### src/rtl/imm_pkg.sv
// Immediate format codes shared by the extender, control decoder and encoder,
// plus a helper that tests whether a value sign-extends from a given bit.
package imm_pkg;

  typedef enum logic [2:0] {
    IMM_I = 3'b000,
    IMM_S = 3'b001,
    IMM_B = 3'b010,
    IMM_U = 3'b011,
    IMM_J = 3'b100
  } imm_src_e;

  localparam int unsigned INSTR_STEP = 4;

  // True when v[31:msb] are all equal, i.e. v fits in a (msb+1)-bit signed field.
  function automatic logic sext_ok(input logic [31:0] v, input int unsigned msb);
    logic [31:0] hi;
    hi = 32'($signed(v) >>> msb);
    return (hi == '0) || (hi == '1);
  endfunction

endpackage

### src/rtl/imm_encoder_if.sv
// Request and instruction-memory write beat bundle for imm_encoder.
// slave is the encoder's view, master the loader / memory side.
interface imm_encoder_if #(
  parameter int unsigned DATAWIDTH   = 32,
  parameter int unsigned ADDRWIDTH   = 32,
  parameter int unsigned ERRCNTWIDTH = 8
);
  logic                   Valid_i;
  logic                   Ready_o;
  logic [2:0]             ImmSrc_i;
  logic [DATAWIDTH-1:0]   Imm_i;
  logic [DATAWIDTH-1:0]   Base_i;
  logic                   AddrLoad_i;
  logic [ADDRWIDTH-1:0]   AddrInit_i;
  logic                   Valid_o;
  logic                   Ready_i;
  logic [DATAWIDTH-1:0]   Instr_o;
  logic [ADDRWIDTH-1:0]   Addr_o;
  logic                   Err_o;
  logic [ERRCNTWIDTH-1:0] ErrCount_o;

  modport slave (
    input  Valid_i, ImmSrc_i, Imm_i, Base_i, AddrLoad_i, AddrInit_i, Ready_i,
    output Ready_o, Valid_o, Instr_o, Addr_o, Err_o, ErrCount_o
  );

  modport master (
    output Valid_i, ImmSrc_i, Imm_i, Base_i, AddrLoad_i, AddrInit_i, Ready_i,
    input  Ready_o, Valid_o, Instr_o, Addr_o, Err_o, ErrCount_o
  );
endinterface

### src/rtl/imm_pack.sv
// Scatters an immediate into the RISC-V field positions of a base instruction.
// Unrepresentable immediates or unknown formats return base unchanged with err set.
module imm_pack
  import imm_pkg::*;
(
  input  logic [2:0]  src,
  input  logic [31:0] imm,
  input  logic [31:0] base,
  output logic [31:0] instr,
  output logic        err
);

  always_comb begin
    instr = base;
    err   = 1'b0;
    case (imm_src_e'(src))
      IMM_I: begin
        err          = !sext_ok(imm, 11);
        instr[31:20] = imm[11:0];
      end
      IMM_S: begin
        err          = !sext_ok(imm, 11);
        instr[31:25] = imm[11:5];
        instr[11:7]  = imm[4:0];
      end
      IMM_B: begin
        err          = !sext_ok(imm, 12) || imm[0];
        instr[31]    = imm[12];
        instr[7]     = imm[11];
        instr[30:25] = imm[10:5];
        instr[11:8]  = imm[4:1];
      end
      IMM_U: begin
        err          = (imm[11:0] != '0);
        instr[31:12] = imm[31:12];
      end
      IMM_J: begin
        err          = !sext_ok(imm, 20) || imm[0];
        instr[31]    = imm[20];
        instr[30:21] = imm[10:1];
        instr[20]    = imm[11];
        instr[19:12] = imm[19:12];
      end
      default: err = 1'b1;
    endcase
    if (err) instr = base;
  end

endmodule

### src/rtl/imm_encoder.sv
// Two-stage valid/ready encoder: stage 1 holds the request, stage 2 holds the
// packed instruction beat with its instruction-memory write address.
module imm_encoder
  import imm_pkg::*;
#(
  parameter int unsigned DATAWIDTH   = 32,
  parameter int unsigned ADDRWIDTH   = 32,
  parameter int unsigned ERRCNTWIDTH = 8
) (
  input logic       clk_i,
  input logic       rst_n_i,
  imm_encoder_if.slave bus
);

  logic                   s1_valid;
  logic [2:0]             s1_src;
  logic [DATAWIDTH-1:0]   s1_imm;
  logic [DATAWIDTH-1:0]   s1_base;
  logic                   s2_valid;
  logic                   s2_err;
  logic [DATAWIDTH-1:0]   s2_instr;
  logic [ADDRWIDTH-1:0]   s2_addr;
  logic [ADDRWIDTH-1:0]   addr;
  logic [ERRCNTWIDTH-1:0] errcnt;
  logic [DATAWIDTH-1:0]   pk_instr;
  logic                   pk_err;
  logic                   s2_free;
  logic                   s1_free;
  logic                   s1_adv;

  imm_pack u_pack (
    .src   (s1_src),
    .imm   (s1_imm),
    .base  (s1_base),
    .instr (pk_instr),
    .err   (pk_err)
  );

  assign s2_free = !s2_valid || bus.Ready_i;
  assign s1_free = !s1_valid || s2_free;
  assign s1_adv  = s1_valid && s2_free;

  always_ff @(posedge clk_i) begin
    if (!rst_n_i) begin
      s1_valid <= 1'b0;
      s1_src   <= '0;
      s1_imm   <= '0;
      s1_base  <= '0;
      s2_valid <= 1'b0;
      s2_err   <= 1'b0;
      s2_instr <= '0;
      s2_addr  <= '0;
      addr     <= '0;
      errcnt   <= '0;
    end else begin
      if (s1_free) begin
        s1_valid <= bus.Valid_i;
        if (bus.Valid_i) begin
          s1_src  <= bus.ImmSrc_i;
          s1_imm  <= bus.Imm_i;
          s1_base <= bus.Base_i;
        end
      end
      if (s2_free) begin
        s2_valid <= s1_valid;
        if (s1_valid) begin
          s2_instr <= pk_instr;
          s2_err   <= pk_err;
          s2_addr  <= addr;
        end
      end
      // A load in the same cycle as a transfer overrides the +4; the
      // transferring beat has already sampled the pre-load address above.
      if (bus.AddrLoad_i)
        addr <= bus.AddrInit_i;
      else if (s1_adv && !pk_err)
        addr <= addr + ADDRWIDTH'(INSTR_STEP);
      if (s2_valid && bus.Ready_i && s2_err && (errcnt != '1))
        errcnt <= errcnt + 1'b1;
    end
  end

  assign bus.Ready_o    = s1_free;
  assign bus.Valid_o    = s2_valid;
  assign bus.Instr_o    = s2_instr;
  assign bus.Addr_o     = s2_addr;
  assign bus.Err_o      = s2_err;
  assign bus.ErrCount_o = errcnt;

endmodule

### src/flat_wrapper.sv
// flat-port wrapper written by rule: the top's interface ports become plain ports
module imm_encoder_flat import imm_pkg::*;
#(
  parameter int unsigned DATAWIDTH   = 32,
  parameter int unsigned ADDRWIDTH   = 32,
  parameter int unsigned ERRCNTWIDTH = 8
)
  (clk_i, rst_n_i, bus_Valid_i, bus_ImmSrc_i, bus_Imm_i, bus_Base_i, bus_AddrLoad_i, bus_AddrInit_i, bus_Ready_i, bus_Ready_o, bus_Valid_o, bus_Instr_o, bus_Addr_o, bus_Err_o, bus_ErrCount_o);
  imm_encoder_if #(.DATAWIDTH(DATAWIDTH), .ADDRWIDTH(ADDRWIDTH), .ERRCNTWIDTH(ERRCNTWIDTH)) bus_i ();
  input logic clk_i;
  input logic rst_n_i;
  input wire logic [$bits(bus_i.Valid_i)-1:0] bus_Valid_i;
  input wire logic [$bits(bus_i.ImmSrc_i)-1:0] bus_ImmSrc_i;
  input wire logic [$bits(bus_i.Imm_i)-1:0] bus_Imm_i;
  input wire logic [$bits(bus_i.Base_i)-1:0] bus_Base_i;
  input wire logic [$bits(bus_i.AddrLoad_i)-1:0] bus_AddrLoad_i;
  input wire logic [$bits(bus_i.AddrInit_i)-1:0] bus_AddrInit_i;
  input wire logic [$bits(bus_i.Ready_i)-1:0] bus_Ready_i;
  output wire logic [$bits(bus_i.Ready_o)-1:0] bus_Ready_o;
  output wire logic [$bits(bus_i.Valid_o)-1:0] bus_Valid_o;
  output wire logic [$bits(bus_i.Instr_o)-1:0] bus_Instr_o;
  output wire logic [$bits(bus_i.Addr_o)-1:0] bus_Addr_o;
  output wire logic [$bits(bus_i.Err_o)-1:0] bus_Err_o;
  output wire logic [$bits(bus_i.ErrCount_o)-1:0] bus_ErrCount_o;
  assign bus_i.Valid_i = bus_Valid_i;
  assign bus_i.ImmSrc_i = bus_ImmSrc_i;
  assign bus_i.Imm_i = bus_Imm_i;
  assign bus_i.Base_i = bus_Base_i;
  assign bus_i.AddrLoad_i = bus_AddrLoad_i;
  assign bus_i.AddrInit_i = bus_AddrInit_i;
  assign bus_i.Ready_i = bus_Ready_i;
  assign bus_Ready_o = bus_i.Ready_o;
  assign bus_Valid_o = bus_i.Valid_o;
  assign bus_Instr_o = bus_i.Instr_o;
  assign bus_Addr_o = bus_i.Addr_o;
  assign bus_Err_o = bus_i.Err_o;
  assign bus_ErrCount_o = bus_i.ErrCount_o;
  imm_encoder #(.DATAWIDTH(DATAWIDTH), .ADDRWIDTH(ADDRWIDTH), .ERRCNTWIDTH(ERRCNTWIDTH)) u_core (.clk_i(clk_i), .rst_n_i(rst_n_i), .bus(bus_i));
endmodule
### config.mk
export PLATFORM = sky130hd
export DESIGN_NAME = imm_encoder_flat
export DESIGN_NICKNAME = d
export VERILOG_FILES = /design/src/rtl/imm_pkg.sv /design/src/rtl/imm_encoder_if.sv /design/src/rtl/imm_pack.sv /design/src/rtl/imm_encoder.sv /design/src/flat_wrapper.sv
export SDC_FILE = /design/constraint.sdc
export NUM_CORES = 1
export LEC_CHECK = 0
export CAP_MARGIN = 0
export CORE_AREA = 2 2 157 98
export CTS_BUF_LIST = sky130_fd_sc_hd__clkbuf_8
export CTS_CLUSTER_DIAMETER = 40
export DETAILED_ROUTE_END_ITERATION = 16
export DIE_AREA = 0 0 159 100
export PLACE_DENSITY = 0.9
export SETUP_SLACK_MARGIN = 0.4
export SYNTH_ARGS = -nofsm -noshare
export SYNTH_HDL_FRONTEND = slang
export SYNTH_SLANG_ARGS = --single-unit
### constraint.sdc
create_clock -name clk_i -period 5 [get_ports clk_i]
set_input_delay 0.75 -clock clk_i [delete_from_list [all_inputs] [get_ports clk_i]]
set_output_delay 0.75 -clock clk_i [all_outputs]
set_load 0.005 [all_outputs]
# Word-level counts from Yosys, hierarchy flattened

Index checks and enable logic that the tools add are counted.

Bits in registers: 174
Output and inout bits: 75
Word-level logic and storage cells: 56

$add $sub $neg: 2
Equal/unequal tests: 8
Muxes and demuxes: 8
Reduce and logical (&&, ||, !) cells: 28

Operators by type and width:

| cell                                                            | number |
|---|---|
| 32-bit == test, second input constant                           | 3 |
| 32-bit logical NOT                                              | 3 |
| 32-bit two-way mux                                              | 3 |
| 32-bit by 3-bit adder with 32-bit output, second input constant | 1 |
| 7-bit one-hot mux with 4 select lines                           | 1 |
| 5-bit one-hot mux with 3 select lines                           | 1 |
| 12-bit nonzero test                                             | 1 |
| 5-bit one-hot mux with 2 select lines                           | 1 |
| 8-bit by 1-bit adder with 8-bit output, second input constant   | 1 |
| 8-bit two-way mux                                               | 1 |
| 8-bit inequality test, second input constant                    | 1 |
| 1-bit logical OR                                                | 7 |
| 3-bit by 2-bit == test with 1-bit output, second input constant | 2 |
| 1-bit logical NOT                                               | 6 |
| 1-bit logical AND                                               | 5 |
| 1-bit one-hot mux with 4 select lines                           | 1 |
| 2-bit AND reduction                                             | 2 |
| 2-bit OR reduction                                              | 2 |
| 3-bit by 1-bit == test with 1-bit output, second input constant | 1 |
| 3-bit == test, second input constant                            | 1 |
| 3-bit logical NOT                                               | 1 |
| 2-bit nonzero test                                              | 1 |

# Depth between registers and ports, before layout

Depth in word-level cells: 9
Depth in mapped cells: 10
Mapped depth without buffers: 7

# Modules after synthesis

A second synthesis with hierarchy kept.

Cell total of the unflattened synthesis: 978
Area total of the unflattened synthesis: 8005.2 um2

By module, submodules not included:

| module      | times used | cells an instance | area each (um2) | seq. area each (um2) |
|---|---|---|---|---|
| imm_encoder | 1          | 841               | 7028.0          | 3483.3 |
| imm_pack    | 1          | 137               | 977.2           | 0.0 |

# Least setup slack after synthesis

No wires, ideal clock.

Path kind: register -> register
Start point: reg u_core.s1_imm[16]
End point: reg u_core.addr[17]
Library setup time: 0.074 ns
Data arrival time: 2.573 ns
Required time: 4.926 ns
Path slack: 2.353 ns
Cell stages (with the launch flop): 8
Period minus slack after synthesis: 2.647 ns
Path through: dfxtp_1 or4_4 or3_4 o22a_4 a211o_1 buf_6 or4_1 a31oi_1

Longest elaborated chain between the ends: 8

Ends and longest elaborated chain:

| element                                                     | line              | RTL |
|---|---|---|
| from (decl)                                                 | imm_encoder.sv:17 | `logic [DATAWIDTH-1:0] s1_imm;` |
| from (signal assigned)                                      | imm_encoder.sv:60 | `s1_imm <= bus.Imm_i;` |
| 32-bit == test / 32-bit logical NOT (equally long branches) | imm_pkg.sv:19     | `return (hi == '0) \|\| (hi == '1);` |
| 1-bit logical OR                                            | imm_pkg.sv:19     |  |
| 1-bit logical NOT                                           | imm_pack.sv:27    | `err = !sext_ok(imm, 12) \|\| imm[0];` |
| 1-bit logical OR                                            | imm_pack.sv:27    |  |
| 1-bit one-hot mux with 4 select lines (*)                   | imm_pack.sv:16    | `case (imm_src_e'(src))` |
| 1-bit logical NOT (*)                                       | imm_encoder.sv:76 | `else if (s1_adv && !pk_err)` |
| 1-bit logical AND (*)                                       | imm_encoder.sv:76 |  |
| 2-bit nonzero test (no line) (*)                            | --                |  |
| to (signal assigned)                                        | imm_encoder.sv:75 | `addr <= bus.AddrInit_i;` |
| to (signal assigned)                                        | imm_encoder.sv:77 | `addr <= addr + ADDRWIDTH'(INSTR_STEP);` |
| to (decl)                                                   | imm_encoder.sv:23 | `logic [ADDRWIDTH-1:0] addr;` |

Every way passes the cells marked *; elsewhere a longest branch is shown, timed or not.
A chain may end at the register's enable or synchronous reset.

# Worst setup path after layout

Start point: reg u_core.s1_src[2]
End point: reg u_core.s2_instr[22], in the netlist u_core.bus.Instr_o[22]

Longest elaborated chain between the ends: 4

Ends and longest elaborated chain:

| element                                                                              | line              | RTL |
|---|---|---|
| from (decl)                                                                          | imm_encoder.sv:16 | `logic [2:0] s1_src;` |
| from (signal assigned)                                                               | imm_encoder.sv:59 | `s1_src <= bus.ImmSrc_i;` |
| 3-bit by 1-bit == test with 1-bit output / 3-bit logical NOT (equally long branches) | imm_pack.sv:16    |  |
| 2-bit OR reduction (no line)                                                         | --                |  |
| 1-bit one-hot mux with 4 select lines                                                | imm_pack.sv:16    |  |
| 32-bit two-way mux (*)                                                               | imm_pack.sv:46    | `if (err) instr = base;` |
| to (signal assigned)                                                                 | imm_encoder.sv:67 | `s2_instr <= pk_instr;` |
| to (decl)                                                                            | imm_encoder.sv:21 | `logic [DATAWIDTH-1:0] s2_instr;` |

Marks and branches as above.

==> metrics.yaml <==
antennaDiodeCount: 0
nFillCells: 1206
gr-usage-met1: 0.434
antenna_found_initial: 1
rows: 35
cts_tree: "yes"
slowest_delay_ps: 1000
skew_ps: 13.7
io_pins: 179
die_area_sq_um: 15900
root_buffer: "clkbuf_8"
multiInputGateArea_sq_um: 4120
setup.worst_path.class: "reg -> reg"
synth_cell_types: 57
grt_max_degree: 90
synth_nets: 1071
ctsHoldBuffers: 0
pre_cts_ws_ps: 1730
grt.busiest_layer: "met1"
power.density_nw_per_um2: 287
drt_wl_total_microns: 23000
cp-start-kind: "register"
vias: 7602
max-cap-violations: 0
clk_latency_ps: 440
p_leak_nw: 3.48
grt_first_pass_wirelength_microns: 37000
setup_violations: 0
path_cells: "or3b_2, o21a_1, o221a_2, a211oi_2, a21oi_1, o21a_1"
cp_slowest_cell: "a211oi_2"
postSynthCellCount: 965
ir_drop_uv: 182
clk_path_buf_depth: 2
ant_nets: 0
hold_viol: 0
crit_path_frequent_cell: "o21a_1"
synth_edf_count: 0
drc_errors: 0
tns_ps: 0
grt_pass1_vias: 7070
via_per_inst: 5.80
synth_seq_cells: 174
dp_hpwl_microns: 16400
path_clk_slew_ps: 90
cp_top_family: "compound AO/OA/AOI/OAI gates"
synthArstFlopShare: 0
rsz0062_at_grt: "false"
htreeDepth: 4
slew_violations: 0
cts_resized: 0
power.total_w: 0.00291
initial_core_util: 0.539
syn_area_sq_um: 7930
cts_sinks: 174
worst_ep_arrival_time_ps: 3630
drive_above_1_share: 0.0514
relSlewSlack: 0.194
status: "complete, no violations"
gp_congestion: 0.930
cts_buffers: 17
met3_usage: 0.0839
hold_class: "reg -> reg"
ff_latch_area_sq_um: 3480
drt_iter0_drc: 829
endpoint_kind: "register"
worst_pin_slew_ps: 1210
cp.required_ps: 5340
worst-path-buf-inv: 0
min_period_ps: 3300
wl_per_cell_microns: 17.5
setup_slack_ps: 1700
grtUsageTotal: 0.289
syn_avg_cell_area_sq_um: 8.21
core_sq_um: 14700
worst-path-max-fanout: 18
nets: 1201
ys_warn_count: 0
gr-total-overflow: 0
fin_crit_sh: 0.659
grt_use_met2: 0.413
areaGrowthSynthToFinish_pct: 27.8
io_buffers: 178
synth_seq_area_share: 0.440
synth_flop_cell: "dfxtp_1"
die-height_microns: 100
post_cts_buffers: 0
fmax_ghz: 0.303
die_x_microns: 159
drt-pass1-iter-count: 5
## tightest hold or removal path, cell delays in order, from the launching register on
cell	delay (ps)
dfxtp_1	320
nand2_1	40
a21boi_0	60
## worst paths after layout
check                                      startpoint                      to  slack [ps]  cells past startpoint
worst max-delay path                 u_core.s1_src[2]  u_core.bus.Instr_o[22]        1700                      6
worst min-delay path            u_core.bus.Addr_o[14]   u_core.bus.Addr_o[14]         470                      2
worst max register to register       u_core.s1_src[2]  u_core.bus.Instr_o[22]        1700                      6
worst min register to register  u_core.bus.Addr_o[14]   u_core.bus.Addr_o[14]         470                      2
## routing by layer
metal	wire length, microns	part of all wire	vias to the layer above
met5	0	0	-
met1	11200	0.49	3545
li1	-	-	3698
met3	2290	0.10	17
met4	158	0.0069	0
met2	9350	0.41	342
## registers in the layout, indices dropped and copies added, names as in the netlist
register	cells
u_core.s1_src	3
u_core.addr	32
u_core.bus.Addr_o	32
u_core.s1_valid	1
u_core.s1_imm	32
u_core.bus.Err_o	1
u_core.bus.Valid_o	1
u_core.s1_base	32
u_core.bus.Instr_o	32
u_core.bus.ErrCount_o	8
## where the power goes
part           total, W  leakage (nW)  switching [W]  internal [W]
Sequential      0.00152          1.43      0.0000703       0.00145
Clock          0.000974         0.203       0.000560      0.000414
Combinational  0.000407          1.85       0.000208      0.000199
## metrics by stage
step / util / std cells / cell area, sq um / hold WS (ps)
2_1_floorplan: - / 965 / 7930 / 440
3_3_place_gp: 0.662 / 1279 / 9740 / 450
3_5_place_dp: 0.662 / 1279 / 9740 / 455
4_1_cts: 0.688 / 1311 / 10100 / 470
5_1_grt: 0.688 / 1311 / 10100 / 493
6_report: 0.688 / 1311 / 10100 / 468
## synth_stat cells (9+ instances only)
| cell | count | area [sq um] |
|---|---|---|
| a21boi_0 | 110 | 826 |
| a21oi_1 | 20 | 100 |
| a22oi_1 | 11 | 82.6 |
| a311oi_1 | 9 | 78.8 |
| a31oi_1 | 12 | 75.1 |
| and3_1 | 10 | 62.6 |
| and4_1 | 10 | 87.6 |
| buf_1 | 13 | 48.8 |
| clkbuf_1 | 60 | 225 |
| dfxtp_1 | 174 | 3480 |
| inv_1 | 10 | 37.5 |
| mux2i_1 | 12 | 120 |
| nand2_1 | 237 | 890 |
| nand2b_1 | 13 | 81.3 |
| nand3_1 | 26 | 130 |
| nand4_1 | 25 | 156 |
| nor2_1 | 10 | 37.5 |
| nor2b_1 | 14 | 87.6 |
| nor3_1 | 17 | 85.1 |
| nor4_1 | 14 | 87.6 |
| o21a_1 | 10 | 75.1 |
| o21ai_0 | 48 | 240 |
| o311a_1 | 11 | 110 |
## area by class of cell
| class | instances | area share |
|---|---|---|
| multi-input cells | 704 | 0.407 |
| flip-flops and latches | 174 | 0.344 |
| repair buffers | 187 | 0.182 |
| well taps | 203 | 0.0251 |
| clock buffers | 17 | 0.0231 |
| clock inverters | 15 | 0.0149 |
| inverters | 11 | 0.00408 |
## placed cells by master, fill, tap and decap left out, types with 11 or more instances in the layout
| master | synthesis | final |
|---|---|---|
| mux2i_1 | 12 | 12 |
| clkbuf_8 | 0 | 17 |
| clkdlybuf4s50_1 | 0 | 177 |
| nand2b_1 | 13 | 12 |
| a22oi_1 | 11 | 11 |
| o21ai_0 | 48 | 48 |
| a21boi_0 | 110 | 110 |
| a21oi_1 | 20 | 20 |
| nor2b_1 | 14 | 13 |
| nand2_1 | 237 | 236 |
| nand3_1 | 26 | 26 |
| nor3_1 | 17 | 17 |
| dfxtp_1 | 174 | 174 |
| nand4_1 | 25 | 25 |
| a31oi_1 | 12 | 12 |
| o311a_1 | 11 | 11 |
| nor4_1 | 14 | 14 |
## kinds of logic (layout without fill, tap and decap cells)
group,count (synthesis),in the layout,synth area share
simple gates,411,411,0.247
compound gates,270,270,0.243
flops,174,174,0.440
buf+inv,87,230,0.0425
mux,12,12,0.0152
xor+xnor,9,9,0.00995
fa+ha+maj,2,2,0.00316
(Power assumes the default switching activity.)
